[config.mk]
export PLATFORM = sky130hd
export DESIGN_NAME = fetch_unit_flat
export DESIGN_NICKNAME = d
export VERILOG_FILES = /design/src/rtl/cpu_pkg.sv /design/src/rtl/fetch_unit_if.sv /design/src/rtl/fetch_unit_if_id_reg.sv /design/src/rtl/fetch_unit.sv /design/src/flat_wrapper.sv
export SDC_FILE = /design/constraint.sdc
export NUM_CORES = 1
export LEC_CHECK = 0
export ABC_AREA = 0
export CAP_MARGIN = 20
export CORE_ASPECT_RATIO = 0.8
export CORE_MARGIN = 10
export CORE_UTILIZATION = 40
export CTS_CLUSTER_SIZE = 12
export DETAILED_ROUTE_END_ITERATION = 10
export GPL_TIMING_DRIVEN = 0
export HOLD_SLACK_MARGIN = 0.12
export PLACE_DENSITY = 0.81
export SYNTH_ARGS = -nofsm -noshare
export SYNTH_HDL_FRONTEND = slang
export SYNTH_HIERARCHICAL = 1
export SYNTH_SLANG_ARGS = --single-unit
[constraint.sdc]
create_clock -name CLK -period 2.71 [get_ports CLK]
set_input_delay 0.4065 -clock CLK [delete_from_list [all_inputs] [get_ports CLK]]
set_output_delay 0.4065 -clock CLK [all_outputs]
set_load 0.02 [all_outputs]
[src/rtl/cpu_pkg.sv]
// Shared CPU definitions: datapath widths, reset/bubble constants and the
// IF/ID pipeline record handed from fetch to decode.
package cpu_pkg;

  localparam int XLEN       = 32;
  localparam int ROM_ADDR_W = 10;

  localparam logic [XLEN-1:0] RESET_PC  = 32'h0000_0000;
  localparam logic [XLEN-1:0] NOP_INSTR = 32'h0000_0013;  // addi x0,x0,0

  typedef struct packed {
    logic            valid;
    logic [XLEN-1:0] instr;
    logic [XLEN-1:0] pc;
  } if_id_t;

  // Redirect targets are byte addresses; fetch only ever runs word-aligned.
  function automatic logic [XLEN-1:0] align_word(input logic [XLEN-1:0] addr);
    return {addr[XLEN-1:2], 2'b00};
  endfunction

endpackage

[src/rtl/fetch_unit_if.sv]
// Fetch-stage bus: ROM address/data, decode-side control (stall/redirect)
// and the IF/ID outputs plus PC and delivered-instruction counter.
interface fetch_unit_if #(
  parameter int ADDR_W = 10,
  parameter int DATA_W = 32
);

  logic [ADDR_W-1:0] rom_addr;
  logic [DATA_W-1:0] rom_data;
  logic              stall;
  logic              redirect_valid;
  logic [31:0]       redirect_pc;
  logic              if_id_valid;
  logic [DATA_W-1:0] if_id_instr;
  logic [31:0]       if_id_pc;
  logic [31:0]       pc;
  logic [31:0]       fetch_count;

  // Fetch unit side.
  modport master (
    output rom_addr,
    input  rom_data,
    input  stall,
    input  redirect_valid,
    input  redirect_pc,
    output if_id_valid,
    output if_id_instr,
    output if_id_pc,
    output pc,
    output fetch_count
  );

  // ROM / decode side.
  modport slave (
    input  rom_addr,
    output rom_data,
    output stall,
    output redirect_valid,
    output redirect_pc,
    input  if_id_valid,
    input  if_id_instr,
    input  if_id_pc,
    input  pc,
    input  fetch_count
  );

endinterface

[src/rtl/fetch_unit_if_id_reg.sv]
// IF/ID pipeline register. Reset and flush both load a bubble; otherwise the
// register loads the fetched record or holds it.
module if_id_reg #(
  parameter logic [31:0] FLUSH_INSTR = 32'h0000_0013
) (
  input  logic            CLK,
  input  logic            RST,
  input  logic            load,
  input  logic            flush,
  input  cpu_pkg::if_id_t d,
  output cpu_pkg::if_id_t q
);
  import cpu_pkg::*;

  if_id_t q_reg;

  // Bubble on reset/flush, capture on load, otherwise hold.
  always_ff @(posedge CLK) begin
    if (RST || flush) begin
      q_reg.valid <= 1'b0;
      q_reg.instr <= FLUSH_INSTR;
      q_reg.pc    <= '0;
    end else if (load) begin
      q_reg <= d;
    end
  end

  assign q = q_reg;

endmodule

[src/rtl/fetch_unit.sv]
// Instruction-fetch stage: owns the PC, addresses the asynchronous-read
// instruction ROM straight from the PC and captures the returned word into
// IF/ID. Priority per edge: reset > redirect > stall > normal advance.
module fetch_unit #(
  parameter int          ADDR_W    = 10,
  parameter int          DATA_W    = 32,
  parameter logic [31:0] RESET_PC  = 32'h0000_0000,
  parameter logic [31:0] NOP_INSTR = 32'h0000_0013
) (
  input  logic         CLK,
  input  logic         RST,
  fetch_unit_if.master bus
);
  import cpu_pkg::*;

  logic [31:0] pc_reg;
  logic [31:0] pc_next;
  logic [31:0] count_reg;
  logic [31:0] count_next;
  logic        load;
  logic        flush;
  if_id_t      fetched;
  if_id_t      if_id_q;

  // The ROM sees the PC directly; upper PC bits alias (ROM wraps silently).
  assign bus.rom_addr = pc_reg[ADDR_W+1:2];

  // A redirect flushes IF/ID even when decode is stalled.
  assign flush = bus.redirect_valid;
  assign load  = !bus.redirect_valid && !bus.stall;

  // Next PC and delivered-instruction count.
  always_comb begin
    pc_next    = pc_reg;
    count_next = count_reg;
    if (bus.redirect_valid) begin
      pc_next = align_word(bus.redirect_pc);
    end else if (!bus.stall) begin
      pc_next    = pc_reg + 32'd4;
      count_next = count_reg + 32'd1;
    end
  end

  // PC and counter state.
  always_ff @(posedge CLK) begin
    if (RST) begin
      pc_reg    <= RESET_PC;
      count_reg <= '0;
    end else begin
      pc_reg    <= pc_next;
      count_reg <= count_next;
    end
  end

  assign fetched.valid = 1'b1;
  assign fetched.instr = bus.rom_data;
  assign fetched.pc    = pc_reg;

  if_id_reg #(
    .FLUSH_INSTR(NOP_INSTR)
  ) u_if_id (
    .CLK  (CLK),
    .RST  (RST),
    .load (load),
    .flush(flush),
    .d    (fetched),
    .q    (if_id_q)
  );

  assign bus.if_id_valid = if_id_q.valid;
  assign bus.if_id_instr = if_id_q.instr;
  assign bus.if_id_pc    = if_id_q.pc;
  assign bus.pc          = pc_reg;
  assign bus.fetch_count = count_reg;

endmodule

[src/flat_wrapper.sv]
// flat-port wrapper written by rule: the top's interface ports become plain ports
module fetch_unit_flat import cpu_pkg::*;
#(
  parameter int          ADDR_W    = 10,
  parameter int          DATA_W    = 32,
  parameter logic [31:0] RESET_PC  = 32'h0000_0000,
  parameter logic [31:0] NOP_INSTR = 32'h0000_0013
)
  (CLK, RST, bus_rom_addr, bus_rom_data, bus_stall, bus_redirect_valid, bus_redirect_pc, bus_if_id_valid, bus_if_id_instr, bus_if_id_pc, bus_pc, bus_fetch_count);
  fetch_unit_if #(.ADDR_W(ADDR_W), .DATA_W(DATA_W)) bus_i ();
  input  logic CLK;
  input  logic RST;
  output wire logic [$bits(bus_i.rom_addr)-1:0] bus_rom_addr;
  input wire logic [$bits(bus_i.rom_data)-1:0] bus_rom_data;
  input wire logic [$bits(bus_i.stall)-1:0] bus_stall;
  input wire logic [$bits(bus_i.redirect_valid)-1:0] bus_redirect_valid;
  input wire logic [$bits(bus_i.redirect_pc)-1:0] bus_redirect_pc;
  output wire logic [$bits(bus_i.if_id_valid)-1:0] bus_if_id_valid;
  output wire logic [$bits(bus_i.if_id_instr)-1:0] bus_if_id_instr;
  output wire logic [$bits(bus_i.if_id_pc)-1:0] bus_if_id_pc;
  output wire logic [$bits(bus_i.pc)-1:0] bus_pc;
  output wire logic [$bits(bus_i.fetch_count)-1:0] bus_fetch_count;
  assign bus_rom_addr = bus_i.rom_addr;
  assign bus_i.rom_data = bus_rom_data;
  assign bus_i.stall = bus_stall;
  assign bus_i.redirect_valid = bus_redirect_valid;
  assign bus_i.redirect_pc = bus_redirect_pc;
  assign bus_if_id_valid = bus_i.if_id_valid;
  assign bus_if_id_instr = bus_i.if_id_instr;
  assign bus_if_id_pc = bus_i.if_id_pc;
  assign bus_pc = bus_i.pc;
  assign bus_fetch_count = bus_i.fetch_count;
  fetch_unit #(.ADDR_W(ADDR_W), .DATA_W(DATA_W), .RESET_PC(RESET_PC), .NOP_INSTR(NOP_INSTR)) u_core (.CLK(CLK), .RST(RST), .bus(bus_i));
endmodule
==> flow_metrics.tcl <==
set metrics [dict create \
    status "completed" \
    cts-resized-gates 0 \
    cap_violations 0 \
    cts_tree "done" \
    routed_wl_um 19000 \
    async_reset_ff_frac 0 \
    drive_gt1_frac 0.0837 \
    r2r_setup_slack_ps 240 \
    post_drt_wl_per_cell_um 18.3 \
    num_vias 5512 \
    worst_pin_slew_ps 826 \
    grt_antenna_before_repair 0 \
    min_to "u_core/u_if_id/q[32]$_SDFFE_PP1P_" \
    synth_edf_count 0 \
    critPathKind "input pin to flip-flop" \
    hold_violations 0 \
    design_area_um2 8540 \
    synth.cell_area_um2 5690 \
    startpoint "bus_redirect_valid" \
    io_pins 207 \
    p_sw_frac 0.259 \
    layout_commonest_cell "clkdlybuf4s50_1" \
    max_stage_delay_ps 590 \
    clock_power_share 0.470 \
    min_path_cells 2 \
    core_um2 13700 \
    diodes 0 \
    comb_power_share 0.116 \
    synth_seq_area_share 0.446 \
    grt_usage 0.188 \
    die-area_um2 19400 \
    final_cell_mix "clkdlybuf4s50_1, dfxtp_1, nor2_1" \
    skew_ps 9.16 \
    r2r-start "u_core/bus.pc[2]$_SDFFE_PP0P_" \
    cpMaxStageDelayCell "clkdlybuf4s50_1" \
    dp_hpwl_um 14200 \
    syn_inst 623 \
    wl_met3_um 1770 \
    p_leak_nw 2.99 \
    die_h_um 127 \
    cts_sinks 127 \
    internal_power_mw 3.58 \
    syn_avg_cell_area_um2 9.14 \
    root_buffer "clkbuf_16" \
    crit_chain "clkdlybuf4s50_1, clkbuf_1, buf_1, nor2_1, buf_4, buf_6, mux2i_1, nor2_1" \
    power_density_nw_per_um2 565 \
    critPathMostFrequentCell "nor2_1" \
    p_seq_frac 0.414 \
    max-clock-path-buffers 2 \
    period_needed_ps 2480 \
    endpoint_kind "flip-flop" \
    grt_remaining_overflow 0 \
    cp.required_ps 3010 \
    port_buffers 202 \
    first_pass_iters 6 \
    relSlewSlack 0.444 \
    rows 38 \
    crit_fanout 10 \
    grt_pass1_wl_um 29800 \
    clk_latency_ps 410 \
    rsz0062_at_grt "no" \
    dr_wl_met2_um 8790 \
    grt_pass1_vias 5307 \
    clkSlewWorstSetupHoldPaths_ps 60 \
    drc 0 \
    cp.arrival_ps 2780 \
    ant_nets 0 \
    setup_violations 0 \
    die_w_um 153 \
    avgViaCountPerCell 5.30 \
    grt_max_degree 17 \
    timing.fmax_ghz 0.403 \
    fin_crit_sh 0.915 \
    ys_types 54 \
    met1_length_um 8270 \
    slew_viol_final 0 \
    ir_drop_v 0.000404 \
    cts-buffers-inserted 17 \
    synth_seq_cells 127 \
    rr_worst_depth 5 \
    cts_hold_buf 0 \
    fin_util 0.621 \
    place_area_um2 7950 \
    largest_register_ffs 65 \
    initial_utilization 0.414 \
    top_layer "met4" \
    nets 917 \
    min_from "u_core/u_if_id/q[32]$_SDFFE_PP1P_" \
    yosysWarnings 6 \
    regToRegEndpoint "u_core/bus.pc[20]$_SDFFE_PP0P_" \
    routabilityCongestion 0.838 \
    power.switching_mw 1.25 \
    min_path_type "flip-flop to flip-flop" \
    post-cts-setup-buffer-count 0 \
    htreeDepth 4 \
    synth-main-ff-cell "dfxtp_1" \
    drt_iter0_drc 477 \
    startpoint_type "input pin" \
    area_growth_pct 50.0 \
]
-- routing by layer --
metal / vias up / global-route usage
li1: 2662 / -
met1: 2615 / 0.236
met2: 216 / 0.295
met3: 19 / 0.0757
met4: 0 / 0.0477
met5: - / 0
-- worst max-delay path by stage --
stage,end,depth (start not counted),slack (ps)
floorplan,u_core/bus.pc[30]$_SDFFE_PP0P_,5,500
global placement,u_core/bus.pc[4]$_SDFFE_PP0P_,6,-200
detailed placement,u_core/u_if_id/q[37]$_SDFFE_PP0P_,8,-160
CTS,u_core/u_if_id/q[37]$_SDFFE_PP0P_,8,270
global route,u_core/bus.pc[13]$_SDFFE_PP0P_,6,30
finish,u_core/u_if_id/q[37]$_SDFFE_PP0P_,8,230
-- cells by family after synthesis --
family	count (synthesis)	synth area share
AND/OR/NAND/NOR	254	0.232
other	2	0.00132
XOR/XNOR	24	0.0369
multiplexers	68	0.120
buffers and inverters	63	0.0606
AO/OA/AOI/OAI	83	0.0980
adder cells (fa/ha/maj)	2	0.00439
flip-flops	127	0.446
-- power groups by stage --
stage               clock network [mW]  registers (mW)  logic, mW
floorplan                            0            2.08      0.224
global placement                     0            2.04      0.554
detailed placement                   0            2.04      0.558
CTS                               2.31            2.00      0.564
global route                      2.39            2.01      0.602
finish                            2.27            2.00      0.560
-- worst max-delay path: cells and delay by family --
kind	cells	cell delay, ps
buffers and inverters	5	1850
multiplexers	1	210
AND/OR/NAND/NOR	2	290
-- per-stage QoR --
stage / power, mW / TNS, ps / worst slack, ps / std cells / hold WS, ps
floorplan: 2.30 / 0 / 495 / 626 / 515
global placement: 2.59 / -10470 / -201 / 1008 / 456
detailed placement: 2.60 / -6160 / -160 / 1008 / 461
CTS: 4.87 / 0 / 267 / 1040 / 479
global route: 5.00 / 0 / 26.5 / 1040 / 507
finish: 4.82 / 0 / 229 / 1040 / 474
-- area by class of cell --
cell class	instances	area (um2)
flip-flops and latches	127	2540
well taps	180	225
clock inverters	15	161
inverters	14	52.6
multi-input cells	436	2820
repair buffers	202	2020
plain buffers	49	293
clock buffers	17	425
fillers	1203	5200
-- synth_stat cells (6+ instances only) --
cell / instances / area share
o31ai_1: 10 / 0.013
mux2i_1: 66 / 0.12
nor2_1: 107 / 0.071
or3_1: 18 / 0.020
xor2_1: 11 / 0.017
inv_1: 13 / 0.0086
clkbuf_1: 14 / 0.0092
and3_1: 8 / 0.0088
o21ai_0: 15 / 0.013
buf_4: 14 / 0.018
nand4_1: 16 / 0.018
nor4_1: 12 / 0.013
a211oi_1: 11 / 0.015
buf_1: 6 / 0.0040
a21oi_1: 24 / 0.021
nand3_1: 17 / 0.015
buf_2: 9 / 0.0079
or4_1: 14 / 0.018
buf_6: 6 / 0.012
dfxtp_1: 127 / 0.45
xnor2_1: 13 / 0.020
nand2_1: 29 / 0.019
No activity file was read; power rests on OpenSTA's default activity.
